`src/rtl/alu_arbiter.sv`:
```
`default_nettype none
// ----------------------------------------------------------------------------
// Module   : alu_arbiter
// Purpose  : Two-requester round-robin arbiter and issue/response sequencer
//            for the shared ALU; owns the architectural PSR.
//            Optional grant lock under `ALU_ARB_LOCK_EN.
// Revision : 1.0  initial release
// ----------------------------------------------------------------------------
module alu_arbiter #(
  parameter int WIDTH = 16
) (
  input  logic             clk,
  input  logic             reset,
  input  logic [1:0]       req,
  input  logic [1:0]       lock,
  input  logic [WIDTH-1:0] r0_a,
  input  logic [WIDTH-1:0] r0_b,
  input  logic [3:0]       r0_cont,
  input  logic [WIDTH-1:0] r1_a,
  input  logic [WIDTH-1:0] r1_b,
  input  logic [3:0]       r1_cont,
  output logic [1:0]       gnt,
  output logic [1:0]       rsp_valid,
  output logic [WIDTH-1:0] rsp_result,
  output logic [7:0]       rsp_psr,
  output logic [7:0]       psr_q,
  output logic [WIDTH-1:0] alu_a,
  output logic [WIDTH-1:0] alu_b,
  output logic [3:0]       alu_cont,
  input  logic [WIDTH-1:0] alu_result,
  input  logic [7:0]       alu_psr,
  output logic             busy
);

  localparam logic [3:0] c_OP_ADD = 4'b0101;
  localparam logic [3:0] c_OP_SUB = 4'b1001;

  logic [1:0]       w_gnt;
  logic             w_gidx;
  logic             r_last;
  logic             r_issue_v;
  logic             r_issue_own;
  logic [WIDTH-1:0] r_issue_a;
  logic [WIDTH-1:0] r_issue_b;
  logic [3:0]       r_issue_cont;
  logic [1:0]       r_rsp_valid;
  logic [WIDTH-1:0] r_rsp_result;
  logic [7:0]       r_rsp_psr;
  logic [7:0]       r_psr;

  // On a tie the requester that did not win last time gets the grant.
  function automatic logic [1:0] rr_pick(input logic [1:0] rq, input logic last);
    case (rq)
      2'b01:   rr_pick = 2'b01;
      2'b10:   rr_pick = 2'b10;
      2'b11:   rr_pick = last ? 2'b01 : 2'b10;
      default: rr_pick = 2'b00;
    endcase
  endfunction

`ifdef ALU_ARB_LOCK_EN
  logic r_lock_v;
  logic r_lock_id;
  logic w_locked;

  // The lock only persists while its owner keeps lock asserted.
  assign w_locked = r_lock_v & lock[r_lock_id];

  always_comb begin
    w_gnt = 2'b00;
    if (!reset) begin
      if (w_locked) begin
        w_gnt[r_lock_id] = req[r_lock_id];
      end else begin
        w_gnt = rr_pick(req, r_last);
      end
    end
  end

  always_ff @(posedge clk) begin
    if (reset) begin
      r_lock_v  <= 1'b0;
      r_lock_id <= 1'b0;
    end else if (|w_gnt && lock[w_gidx]) begin
      r_lock_v  <= 1'b1;
      r_lock_id <= w_gidx;
    end else if (!w_locked) begin
      r_lock_v  <= 1'b0;
    end
  end
`else
  logic w_unused_lock;
  assign w_unused_lock = ^lock;

  always_comb begin
    w_gnt = 2'b00;
    if (!reset) begin
      w_gnt = rr_pick(req, r_last);
    end
  end
`endif

  assign w_gidx = w_gnt[1];
  assign gnt    = w_gnt;

  always_ff @(posedge clk) begin
    if (reset) begin
      r_last    <= 1'b1;
      r_issue_v <= 1'b0;
    end else begin
      r_issue_v <= |w_gnt;
      if (|w_gnt) begin
        r_last <= w_gidx;
      end
    end
  end

  // Issue payload needs no reset: it is only observed while r_issue_v is set.
  always_ff @(posedge clk) begin
    if (|w_gnt) begin
      r_issue_own  <= w_gidx;
      r_issue_a    <= w_gidx ? r1_a    : r0_a;
      r_issue_b    <= w_gidx ? r1_b    : r0_b;
      r_issue_cont <= w_gidx ? r1_cont : r0_cont;
    end
  end

  always_ff @(posedge clk) begin
    if (reset) begin
      r_rsp_valid  <= 2'b00;
      r_rsp_result <= '0;
      r_rsp_psr    <= 8'h00;
      r_psr        <= 8'h00;
    end else begin
      r_rsp_valid <= 2'b00;
      if (r_issue_v) begin
        r_rsp_valid  <= r_issue_own ? 2'b10 : 2'b01;
        r_rsp_result <= alu_result;
        r_rsp_psr    <= alu_psr;
        if (r_issue_cont == c_OP_ADD || r_issue_cont == c_OP_SUB) begin
          r_psr <= alu_psr;
        end
      end
    end
  end

  assign alu_a      = r_issue_v ? r_issue_a    : '0;
  assign alu_b      = r_issue_v ? r_issue_b    : '0;
  assign alu_cont   = r_issue_v ? r_issue_cont : 4'b0000;
  assign rsp_valid  = r_rsp_valid;
  assign rsp_result = r_rsp_result;
  assign rsp_psr    = r_rsp_psr;
  assign psr_q      = r_psr;
  assign busy       = r_issue_v | (|r_rsp_valid);

endmodule
`default_nettype wire

```
`config.mk`:
```
export PLATFORM = sky130hd
export DESIGN_NAME = alu_arbiter
export DESIGN_NICKNAME = d
export VERILOG_FILES = /design/src/rtl/alu_arbiter.sv
export SDC_FILE = /design/constraint.sdc
export NUM_CORES = 1
export LEC_CHECK = 0
export CAP_MARGIN = 15
export CORE_ASPECT_RATIO = 0.8
export CORE_MARGIN = 8
export CORE_UTILIZATION = 42
export CTS_CLUSTER_DIAMETER = 150
export DETAILED_ROUTE_END_ITERATION = 10
export GPL_TIMING_DRIVEN = 0
export HOLD_SLACK_MARGIN = 0.06
export PLACE_DENSITY_LB_ADDON = 0.3
export SYNTH_ARGS = -nofsm -noshare
export SYNTH_HDL_FRONTEND = slang
export SYNTH_SLANG_ARGS = --single-unit
```
`constraint.sdc`:
```
create_clock -name clk -period 4.4 [get_ports clk]
set_input_delay 0.44 -clock clk [delete_from_list [all_inputs] [get_ports clk]]
set_output_delay 0.44 -clock clk [all_outputs]
set_load 0.02 [all_outputs]
```
# Yosys cells after proc, flatten, opt, wreduce, memory -nomap -nowiden
# Cells that the tools add are included.
[classes]
addsub = 0
multipliers = 0
div = 0
n_lt_le_gt_ge = 0
eq_ne = 5
shifts = 0
mux = 10
bitwise_logic = 2
reduce_logical = 5
[ops]
columns = ["operator", "count"]
rows = [
  ["16-bit two-way mux", 4],
  ["4-bit two-way mux", 2],
  ["2-bit two-way mux", 3],
  ["2-bit one-hot mux with 3 select lines", 1],
  ["2-bit OR reduction", 3],
  ["2-bit equality test, second input constant", 2],
  ["4-bit by 3-bit equality test with 1-bit output, second input constant", 1],
  ["4-bit equality test, second input constant", 1],
  ["2-bit by 1-bit equality test with 1-bit output, second input constant", 1],
  ["2-bit AND reduction", 1],
  ["1-bit logical OR", 1],
  ["1-bit inverter", 1],
  ["1-bit OR", 1],
]
[word_totals]
regBits = 73
latch_bits = 0
ram_bits = 0
mem_bits_ro = 0
inputBits = 102
out_inout_bits = 73
word_cells = 32
memories = 0

# Longest topological paths before layout
# Gate-level depths: netlist of the first run.
[depth]
word_depth = 4
depth_mapped = 5
mapped_depth_nobuf = 3

# Least setup slack after synthesis of the first run
# OpenSTA, ideal clock, no wires.
[synth_path]
path_type = "input port to flip-flop"
from = "input port req[1]"
to = "register r_issue_a[0] (enable)"
setup_ps = 393
arrival_time_ps = 1812
required_ps = 4007
setup_slack_ps = 2195
path_stages = 4
n_path_buf = 1
path_cell_list = "inv_1 a211oi_2 buf_2 a21o_1"
[synth_between]
elab_chain_len = 4
word_cells_on_any_way = 6
cone_classes = "eq/ne: 3; mux: 2; reduce/logical: 1"
[synth_rtl]
columns = ["item", "line", "text"]
rows = [
  ["from (decl)", "14", "input logic [1:0] req,"],
  ["2-bit equality test / 2-bit by 1-bit equality test with 1-bit output (equally long branches)", "53", "case (rq)"],
  ["2-bit one-hot mux with 3 select lines *", "53", ""],
  ["2-bit two-way mux *", "97", "if (!reset) begin"],
  ["via gnt[1]", "22", "output logic [1:0] gnt,"],
  ["2-bit OR reduction *", "120", "if (|w_gnt) begin"],
  ["to (signal assigned)", "122", "r_issue_a <= w_gidx ? r1_a : r0_a;"],
  ["to (decl)", "43", "logic [WIDTH-1:0] r_issue_a;"],
]
# The timed path passes the listed nets; every way through them passes the cells marked *.
# A chain may end at the register's enable or synchronous reset.

# Final worst setup path of the first run
[layout_path]
from = "input port reset"
to = "output port gnt[0]"
[layout_between]
elab_chain_len = 1
[layout_rtl]
columns = ["item", "line", "text"]
rows = [
  ["from (decl)", "13", "input logic reset,"],
  ["2-bit two-way mux", "97", ""],
  ["to (decl)", "22", ""],
]
# No other way between the ends.

==> impl_summary.md, run 1 <==
Run status
The run finished with clean final reports.

Timing
Adding up every negative setup slack in the final design gives 0 ns. For the final database, setup skew stands at 0.00563 ns. Timing would allow up to 0.356 GHz. Setup violations remaining at the end of the flow were counted as 0. The final-report max-slew violation count is 0. After layout, the minimum clock period comes to 2.81 ns. The relative slew slack is 42.7%.

The worst slack on hold paths is 0.432 ns. Setup repair after global routing left no endpoint under its margin. The total count of hold-check failures in the final report was 0. The transition time at the pin with the least slew margin is 0.860 ns.

The final critical-path share of the clock period is 63.8%.

Routing
For this block, the routed nets add up to 9010 µm of wire. The number of design rule violations left after detail routing is 0. The remaining antenna violation count after routing is 0. The total iterations of the first detailed-routing run is 4.

The number of vias in the routed layout is 2458. For this block, the initial DRC count from the detailed router was 83. Dividing the detail-routed wire length by the instance count gives 17.2 µm. Dividing the detail-routed via count by the number of cells gives 4.69.

Floorplan
Measured along the x axis, the die boundary spans 113 µm. The standard-cell row count is 28. The die is 93.4 µm tall. During I/O placement, the number of pins put on the boundary was 175. After floorplanning, the core was sized to cover 7320 µm². The die covers 10500 µm². The initial core utilization is 43.0%.

Global route
In the global route stage, overall resource usage came out at 17.0%. The total grt overflow is 0. The routing usage on met3 is 6.95%.

The global routing met2 resource utilization is 30.5%. The met1 global-route usage is 17.6%. The wire length of the first global-routing pass is 13900 µm. The layer with the highest usage after global routing is met2. The initial antenna violation count is 0. Entering global routing, the biggest net connects 38 pins. The via count of the first global-routing pass was 2600.

Worst setup path
The delay of the slowest critical-path stage is 0.62 ns. The worst setup path is captured at an output port. The most numerous cell type found on the critical path is clkdlybuf4s50_1. The worst-path cell with the longest stage delay is clkdlybuf4s50_1. The critical path is of the input pin to output port type. The worst setup path is launched from an input pin. At the worst endpoint, the required time is 3.96 ns. For the worst setup path, the data arrival time is 2.37 ns.

The biggest fanout along the worst timing path is 10. The critical path goes through clkdlybuf4s50_1 > clkbuf_1 > a21oi_1 > and2_1 > clkdlybuf4s50_1.

Synth
The sequential share of the synthesized area is 58.2%. Synthesis inferred 73 register bits. Summed over its instances, the top area cell type makes up 35.3% of the synthesized netlist area.

A synthesized cell averages 12.8 µm². The unique cell type count in the Yosys netlist is 21. The number of nets in the synthesized netlist is 348. The biggest area contributor in the post-synthesis netlist is edfxtp_1. Sorting the synthesized cells by area gives the leading types as edfxtp_1, dfxtp_1, mux2i_1. The most common flop cell mapped by yosys is edfxtp_1. The yosys synthesis warning count is 0.

Synthesis produced a netlist whose cell count is 246. The number of enable flip-flop cells after synthesis is 37. The netlist area before placement is 3150 µm².

The fraction of registers with async set/reset is 0%.

Pwr
The internal power of the cells totals 1.38 mW. The clock power share is 36.0%. The relative contribution of combinational cells to total power is 20.4%. The analysis attributes to net switching a power of 418 µW. The power per cell area is 343 nW/µm². The worst-case IR drop observed on VDD is 195 µV.

The standby leakage power is 1.97 nW. The switching share of power is 23.3%. Of the total power, registers draw 43.6%.

Clock tree
The hold buffer count at cts is 0. The clock drives 73 sinks. The number of clock buffers added by TritonCTS is 9. The longest clock path from root to sink contains 2 buffers. TritonCTS built the clock tree.

The number of buffers inserted to repair setup after CTS is 0. After clock tree synthesis, the clock-pin slew on the worst setup and hold paths is 0.07 ns. The cell chosen for the clock root is clkbuf_8. The clock insertion delay at the later pin of the skew report is 0.33 ns.

The quantity of gates resized following cts is 0. The H-tree was split into 3 levels.

Cells and area
The number of diodes is 0. The area growth from synthesis to layout is 66.5%. Cells with a size suffix above 1 make up 12.7% of the layout. The total number of nets in the final design is 531.

Place
The number of buffers inserted by port buffering is 172. At the end of routability-driven placement, the weighted congestion stood at 0.690. Once detailed placement completed, the half-perimeter wirelength came to 7130 µm.

Run
The max-capacitance violation count is 0.

Worst hold path
In this run the worst hold path is classified as register to register.
==> power groups by stage <==
| stage | registers [mW] | logic [mW] | clock network, mW |
|---|---|---|---|
| floorplan | 0.816 | 0.146 | 0 |
| global placement | 0.796 | 0.363 | 0 |
| detailed placement | 0.798 | 0.371 | 0 |
| CTS | 0.782 | 0.372 | 0.662 |
| global route | 0.787 | 0.392 | 0.685 |
| finish | 0.782 | 0.367 | 0.646 |
==> routing by layer <==
metal  vias to the layer above  part of all wire, %
met5                         -                    0
met4                         0                  1.3
met3                        10                  7.7
met2                        83                   53
met1                      1153                   38
li1                       1212                    -
==> kinds of logic (layout without fill, tap and decap cells) <==
| logic type | count (synthesis) | count (layout) | synth area share, % |
|---|---|---|---|
| AND/OR/NAND/NOR | 81 | 81 | 14.3 |
| flip-flops | 73 | 73 | 58.2 |
| multiplexers | 68 | 68 | 23.1 |
| buffers and inverters | 18 | 206 | 2.94 |
| AO/OA/AOI/OAI | 5 | 5 | 1.19 |
| XOR/XNOR | 1 | 1 | 0.278 |
==> cell usage in the layout, fill, tap and decap left out, types with 5 or more instances in the layout <==
cell / synthesis / routed
edfxtp_1: 37 / 37
clkbuf_1: 5 / 5
nand2b_1: 16 / 16
nor2_1: 24 / 24
buf_2: 8 / 8
mux2i_1: 32 / 32
dfxtp_1: 36 / 36
and2_1: 37 / 37
mux2_2: 26 / 26
clkbuf_8: 0 / 12
clkdlybuf4s50_1: 0 / 172
mux2_1: 10 / 10
==> worst paths after layout <==
check	depth (start not counted)	slack [ns]	startpoint	endpoint
worst max-delay path	5	1.59	reset	gnt[0]
worst min-delay path	1	0.43	r_issue_own	rsp_valid[0]
worst max register to register	3	2.41	r_last	r_issue_a[11]
worst min register to register	1	0.43	r_issue_own	rsp_valid[0]
==> metrics by stage <==
step / area [µm²] / total power, mW / utilization, % / cells / worst slack [ns]
5_1_grt: 5240 / 1.86 / 71.6 / 524 / 1.42
2_1_floorplan: 3150 / 0.962 / - / 246 / 2.20
3_3_place_gp: 4980 / 1.16 / 68.0 / 508 / 1.21
4_1_cts: 5240 / 1.82 / 71.6 / 524 / 1.61
3_5_place_dp: 4980 / 1.17 / 68.1 / 508 / 1.61
6_report: 5240 / 1.79 / 71.6 / 524 / 1.59
==> registers in the layout, summed over array words and instances, names as in the netlist <==
signal and flops:
r_last 1, r_issue_own 1, r_issue_v 1, rsp_psr 8
rsp_result 16, r_issue_cont 4, psr_q 8, r_issue_b 16
rsp_valid 2, r_issue_a 16
==> cells in the mapped netlist, types with 2 or more instances <==
library cell  count
buf_4             2
a21o_1            2
nor3b_1           2
nor2_1           24
inv_1             2
mux2_1           10
mux2_2           26
edfxtp_1         37
buf_2             8
mux2i_1          32
dfxtp_1          36
clkbuf_1          5
and2_1           37
nand2b_1         16
==> layout make-up <==
class / count / area (µm²)
Buffer: 16 / 85.1
Clock buffer: 13 / 190
Clock inverter: 3 / 66.3
Fill cell: 557 / 2080
Inverter: 2 / 7.51
Multi-Input combinational cell: 155 / 1220
Sequential cell: 73 / 1830
Tap cell: 90 / 113
Timing Repair Buffer: 172 / 1720
==> worst max-delay path: cells and delay by family <==
family / cells / cell delay, ns
buffers and inverters: 3 / 1.44
AO/OA/AOI/OAI: 1 / 0.32
AND/OR/NAND/NOR: 1 / 0.17
Power figures use the tool's default switching activity.
==> run 2, diff against run 1 <==
CORE_UTILIZATION = 35   (was 42)
clock period = 2.3 ns   (was 4.4 ns; I/O delays follow)
==> run 2 against run 1 <==
Effect of this change: combinational power up 91%; non-clock buffer count increased by 1; wire length is 3.2% lower; die area rose by 17%; utilization decreased by 12 points; global-route usage shrank 3.0 points; hold slack gained 0.0041 ns; sequential cell count did not move; critical path type unchanged; largest cell class unchanged.
==> impl_summary.md, run 2 (synthesis gave the netlist of run 1 again) <==
Clock tree
The number of H-tree levels is 3 (unchanged). The clock tree from TritonCTS is built. The number of buffers inserted during clock tree synthesis was 9 (unchanged).

The number of buffers on the longest clock path came to 2 (unchanged). The clock insertion delay at the later pin of the skew report is 0.33 ns (about the same). The hold buffer count at cts is 0 (unchanged).

The total number of clock tree sinks is 73 (unchanged). The cell chosen for the clock root is clkbuf_8. The clock-pin slew of the registers on the worst-case setup and hold paths is 0.07 ns (about the same).

Worst setup path
The critical path required time is 2.07 ns (-1.89 ns). The biggest fanout along the worst timing path was 10 (unchanged). The worst register-to-register path begins at r_last. The arrival time of data at the critical path endpoint is 1.98 ns (-0.39 ns). The setup path with the least slack is of type input pin to output port. The worst setup path is launched from an input pin. The number of cells traversed by the worst register-to-register path came to 3 (unchanged). The worst reg-to-reg setup slack is 0.44 ns (-1.97 ns). The most critical setup path has its endpoint at gnt[0].

The critical path launch point is reset. The nature of the critical path endpoint is an output port. The worst register-to-register path ends at r_issue_cont[0].

Floorplan
The width of the chip was 122 µm (+8.2%). The die boundary height is 101 µm (+7.9%). The initial core utilization came to 35.4% (-7.6 points). The die footprint was 12300 µm² (+17%). The area inside the core boundary is 8880 µm² (+21%).

The standard-cell row count came to 31 (+11%). The number of top-level pins is 175 (unchanged).

Cells and area
The library cell used most frequently in the layout, excluding fill and tap cells, is clkdlybuf4s50_1. The total number of nets in the final design is 532 (+0.19%). The top cell types in the final layout, fill and taps aside, are clkdlybuf4s50_1, and2_1, edfxtp_1, dfxtp_1, mux2i_1. The share of final-layout standard cells stronger than drive strength 1 was 13.8% (+1.2 points).

The number of filler instances in the final layout is 752 (+35%). The number of diodes came to 0 (unchanged). The final instance count without filler cells was 549 (+4.8%).

The area growth from synthesis to layout is 67.5%.

Timing
The total count of hold-check failures in the final report is 0 (unchanged). The final setup slack of the worst path is 0.0946 ns (-1.50 ns). The number of endpoints failing setup at the final stage is 0 (unchanged). The final critical-path share of the clock period is 95.9%. The worst clock skew was 0.00540 ns (-0.000234 ns). The routed design could run at a clock period as short as 2.21 ns. Based on the critical path, the design can be clocked at up to 0.453 GHz.

The final-layout setup total negative slack was 0 ns (unchanged). Setup repair after global routing left no endpoint under its margin. The relative slew slack is 43.5% (+0.81 points).

The transition time at the pin with the least slew margin is 0.848 ns (-0.0121 ns). The final-report max-slew violation count is 0 (unchanged).

Routing
The average routed wire per standard cell came to 15.9 µm (-7.6%). The total detailed-routing wirelength is 8730 µm (-3.2%). The number of vias in the routed layout is 2410 (-2.0%). The remaining antenna violation count after routing is 0 (unchanged). The number of violations reported at the end of detailed-routing iteration 0 is 84 (+1.2%). The number of design rule violations left after detail routing is 0 (unchanged). The detail-routed via count per cell is 4.39 (-6.4%). The total iterations of the first detailed-routing run is 4 (unchanged).

Pwr
The power per cell area is 635 nW/µm² (+85%). The clock power share is 34.4% (-1.6 points). The design internal power was 2.57 mW (+87%). The switching share of power came to 23.2% (-0.054 points). The worst voltage drop across the vdd grid was 384 µV (+97%). The net switching power of the design was 778 µW (+86%). The standby leakage power is 1.97 nW (+0.39%).

The relative contribution of combinational cells to total power is 20.9% (+0.5 points). The proportion of power drawn by flip-flops and latches is 44.7% (+1.1 points).

Global route
The total routing usage reported by global routing was 14.0% (-3.0 points). The initial antenna violation count is 0 (unchanged). The via count of the first global-routing pass is 2619 (+0.73%). The pin count of the biggest net entering global routing is 38 (unchanged). The wire length of the first global-routing pass was 13400 µm (-2.9%). The total grt overflow is 0 (unchanged).

Place
The total placed cells including tap cells came to 533 (+4.9%). The pre-CTS setup slack was -0.308 ns (-1.92 ns). The number of buffers inserted by port buffering is 172 (unchanged). The last weighted congestion value of the routability-driven placer is 0.691 (+0.16%). The HPWL reported at the end of detailed placement is 6920 µm (-2.9%).

Worst hold path
The number of cells traversed by the worst hold path came to 1 (unchanged). The worst min-delay path class is register to register.

Run status
The flow ran to the end, and the final reports show no timing, DRC or antenna violations.

Run
The max-capacitance violation count is 0 (unchanged).
-- run 2: cell count changes in the layout (fill, tap and decap cells not counted), moves of 2 or more --
cell      previous run  this run
clkbuf_1             5         1
clkbuf_2             0         3
buf_4                2         4
clkbuf_8            12        10
-- run 2: timing repair --
item,CTS,global route
cloned,0,0
pin swaps,0,1
setup endpoints to repair,2,32
setup buffers,0,1
resized for setup,3,7
-- run 2: critical path, stage by stage --
cell             delay, ns
clkdlybuf4s50_1       0.55
clkbuf_4              0.26
a21oi_2               0.17
and2_1                0.14
clkdlybuf4s50_1       0.62
-- run 2: cell type report --
cell class	count	area, µm²	share of cell area [%]
timing repair buffer	173	1730	32.8
clock buffer	11	163	3.08
multi-input combinational	155	1230	23.3
clock inverter	4	73.8	1.40
sequential	73	1830	34.7
tap	115	144	2.73
buffer	16	95.1	1.80
inverter	2	7.51	0.142
-- run 2: stage by stage --
stage	total power [mW]	util, %	hold WS [ns]	instance area, µm²
3_5_place_dp	2.23	56.5	0.424	5010
3_3_place_gp	2.22	56.4	0.416	5010
5_1_grt	3.52	59.4	0.465	5270
2_1_floorplan	1.84	-	0.330	3150
4_1_cts	3.40	59.2	0.440	5260
6_report	3.35	59.4	0.436	5270
-- run 2: power by group through the flow --
stage               registers [mW]  clock network [mW]  logic [mW]
floorplan                     1.56                   0       0.278
global placement              1.52                   0       0.698
detailed placement            1.53                   0       0.706
CTS                           1.50                1.19       0.710
global route                  1.51                1.26       0.752
finish                        1.50                1.15       0.700
-- run 2: worst min-delay path by stage --
stage,from,end
2_1_floorplan,req[0],r_last
3_3_place_gp,r_issue_own,rsp_valid[0]
3_5_place_dp,r_issue_own,rsp_valid[0]
4_1_cts,r_issue_own,rsp_valid[0]
5_1_grt,r_issue_own,rsp_valid[0]
6_report,r_issue_own,rsp_valid[0]
-- run 2: metal layers --
metal | wire (µm) | global-route usage [%] | part of all wire, %
met3 | 727 | 6.16 | 8.3
met2 | 4300 | 24.0 | 49
met5 | 0 | 0 | 0
met4 | 121 | 4.54 | 1.4
met1 | 3580 | 15.3 | 41
==> run 3, diff against run 2 <==
ABC_AREA = 0   (was not set)
PLACE_DENSITY = 0.77   (was not set)
PLACE_DENSITY_LB_ADDON = not set   (was 0.3)
==> run 3 against run 2 <==
Effect of this change: clock power decreased by 15%; clock skew increased by 0.0020 ns; sequential share of layout area increased by 0.37 points; via count increased by 1.1%; register-to-register slack got worse by 0.06 ns; sequential power about the same; die area unchanged.
==> impl_summary.md, run 3 (synthesis gave the netlist of run 1 again) <==
Timing
The number of endpoints failing setup at the final stage is 0 (unchanged). Setup repair after global routing left no endpoint under its margin. The final critical-path required period is 2.18 ns (-0.0248 ns). The transition time at the pin with the least slew margin is 0.870 ns (+0.0226 ns).

The total count of hold-check failures in the final report was 0 (unchanged). The final critical-path share of the clock period is 94.8% (-1.1 points). The final-report max-slew violation count came to 0 (unchanged). The relative slew slack is 42.0% (-1.5 points). The achievable frequency is 0.459 GHz (+1.1%). The worst clock skew is 0.00738 ns (+0.00198 ns).

Worst setup path
The largest individual stage delay along the critical path comes from the cell clkdlybuf4s50_1. The nature of the critical path endpoint is an output port. The critical path buffer and inverter count was 3 (unchanged).

The number of cells traversed by the worst register-to-register path is 3 (unchanged). In this run the critical register-to-register path is launched from r_last. Among the stages of the critical path, the cell type that occurs most often is clkdlybuf4s50_1. The delay of the slowest critical-path stage was 0.63 ns (about the same).

The launching element type of the critical path is an input pin. The arrival time of data at the critical path endpoint was 1.95 ns (-0.03 ns). The kind of cell adding the most delay to the critical path is buffers and inverters. The kind of critical path is input pin to output port.

The endpoint identified for the worst register-to-register timing path is r_issue_cont[0]. The critical path starts at reset. Walking the worst path, the cells encountered are clkdlybuf4s50_1 > a211oi_2 > buf_4 > clkdlybuf4s50_1. The worst reg-to-reg setup slack is 0.38 ns (-0.06 ns).

The critical path required time was 2.07 ns (about the same). The biggest fanout along the worst timing path came to 11 (+1).

Cells and area
The share of final-layout standard cells stronger than drive strength 1 is 13.4% (-0.46 points). The total number of nets in the final design is 531 (-0.19%). The cell area after layout is 5220 µm² (-1.0%). The number of diodes was 0 (unchanged). The leading cell type in the layout, fill and taps excluded is clkdlybuf4s50_1.

Leaving out fill and tap cells, the most frequent cells in the layout are clkdlybuf4s50_1, and2_1, edfxtp_1, dfxtp_1, mux2i_1. Compared with the post-synthesis result, the final layout area differs by 65.7%. The final design utilization came to 58.7% (-0.62 points).

Worst hold path
The hold-critical path endpoint is rsp_valid[0]. In this run the most critical hold path is launched from r_issue_own. The min-delay analysis places its worst path in the category register to register. The number of cells traversed by the worst hold path came to 1 (unchanged).

Global route
The initial antenna violation count is 0 (unchanged). The pin count of the biggest net entering global routing is 38 (unchanged). The wire length of the first global-routing pass is 14200 µm (+5.4%). The via count of the first global-routing pass is 2760 (+5.4%). The total routing usage reported by global routing was 14.9% (+0.84 points). The total grt overflow is 0 (unchanged).

Floorplan
The initial core utilization is 35.4% (unchanged). The die footprint came to 12300 µm² (unchanged). The number of top-level pins came to 175 (unchanged). The die boundary height is 101 µm (unchanged). The width of the chip is 122 µm (unchanged). The standard-cell row count is 31 (unchanged). The area inside the core boundary is 8880 µm² (unchanged).

Place
The number of buffers inserted by port buffering is 172 (unchanged). The HPWL reported at the end of detailed placement is 7150 µm (+3.4%). The last weighted congestion value of the routability-driven placer was 0.708 (+2.5%). The placed instance area is 5010 µm² (unchanged).

Routing
The total detailed-routing wirelength is 9010 µm (+3.2%). The detail-routed via count per cell is 4.44 (+1.1%). The remaining antenna violation count after routing is 0 (unchanged). The number of vias in the routed layout was 2437 (+1.1%). The total iterations of the first detailed-routing run is 4 (unchanged). The average routed wire per standard cell was 16.4 µm (+3.2%).

The number of violations reported at the end of detailed-routing iteration 0 is 99 (+18%). The number of design rule violations left after detail routing is 0 (unchanged).

Clock tree
The total number of clock tree sinks came to 73 (unchanged). The clock insertion delay at the later pin of the skew report is 0.34 ns (about the same). The hold buffer count at cts is 0 (unchanged). The number of buffers inserted to repair setup after CTS was 0 (unchanged). The clock-pin slew of the registers on the worst-case setup and hold paths is 0.08 ns (about the same).

The number of H-tree levels is 3 (unchanged). TritonCTS built the clock tree. The number of buffers on the longest clock path is 2 (unchanged). The number of buffers inserted during clock tree synthesis is 9 (unchanged). The cell chosen for the clock root is clkbuf_8.

Pwr
The switching share of power is 25.2% (+2.0 points). The power per cell area is 608 nW/µm² (-4.3%). The design internal power was 2.37 mW (-7.8%). The proportion of power drawn by flip-flops and latches is 47.2% (+2.5 points).

The relative contribution of combinational cells to total power is 22.1% (+1.2 points). The net switching power of the design is 800 µW (+2.9%). The worst voltage drop across the vdd grid came to 323 µV (-16%). The standby leakage power is 1.96 nW (-0.74%). The clock power share is 30.7% (-3.7 points).

Run status
The run finished with clean final reports.

Run
The max-capacitance violation count is 0 (unchanged).
run 3: cell types whose count changed in the layout (fill, tap and decap cells not counted), sizes merged:
cell and change:
bufinv -1, clkinv +2, dlymetal6s2s +1, clkbuf -1, clkdlybuf4s50 -1
run 3: worst max-delay path by stage:
stage              endpoint  cells after the start
6_report             gnt[1]                      4
5_1_grt              gnt[1]                      4
4_1_cts              gnt[0]                      5
3_5_place_dp   r_issue_a[4]                      4
3_3_place_gp   r_issue_a[3]                      4
2_1_floorplan  r_issue_a[0]                      3
run 3: what timing repair did:
item                                    in CTS  in global routing
endpoints found under the setup margin       2                 26
gates cloned                                 0                  0
gates resized for setup                      3                  8
run 3: area by class of cell:
type / instances / area, µm²
Clock inverter: 5 / 57.6
Multi-Input combinational cell: 155 / 1230
Buffer: 16 / 92.6
Inverter: 2 / 7.51
Clock buffer: 11 / 131
Fill cell: 771 / 3660
Sequential cell: 73 / 1830
Tap cell: 115 / 144
Timing Repair Buffer: 172 / 1720
run 3: metrics by stage:
stage	TNS [ns]	instances	worst slack, ns	total power, mW	hold slack [ns]
after floorplan	0	246	0.278	1.84	0.330
after global placement	-26.14	533	-0.707	2.22	0.430
after detailed placement	-10.55	533	-0.283	2.23	0.433
after CTS	0	549	0.0261	3.22	0.462
after global routing	0	549	0.0158	3.33	0.490
final	0	549	0.119	3.17	0.462
run 3: power by group through the flow:
stage | Clock, mW | Combinational (mW) | Sequential (mW)
floorplan | 0 | 0.278 | 1.56
detailed placement | 0 | 0.708 | 1.53
global placement | 0 | 0.697 | 1.52
finish | 0.975 | 0.700 | 1.50
global route | 1.07 | 0.753 | 1.51
CTS | 1.01 | 0.713 | 1.50
run 3: layer usage:
metal | up-vias | part of all wire (%) | global-route usage [%]
li1 | 1207 | - | -
met1 | 1121 | 38 | 15.4
met2 | 101 | 50 | 25.8
met3 | 8 | 10 | 6.94
met4 | 0 | 1.4 | 5.20
met5 | - | 0 | 0
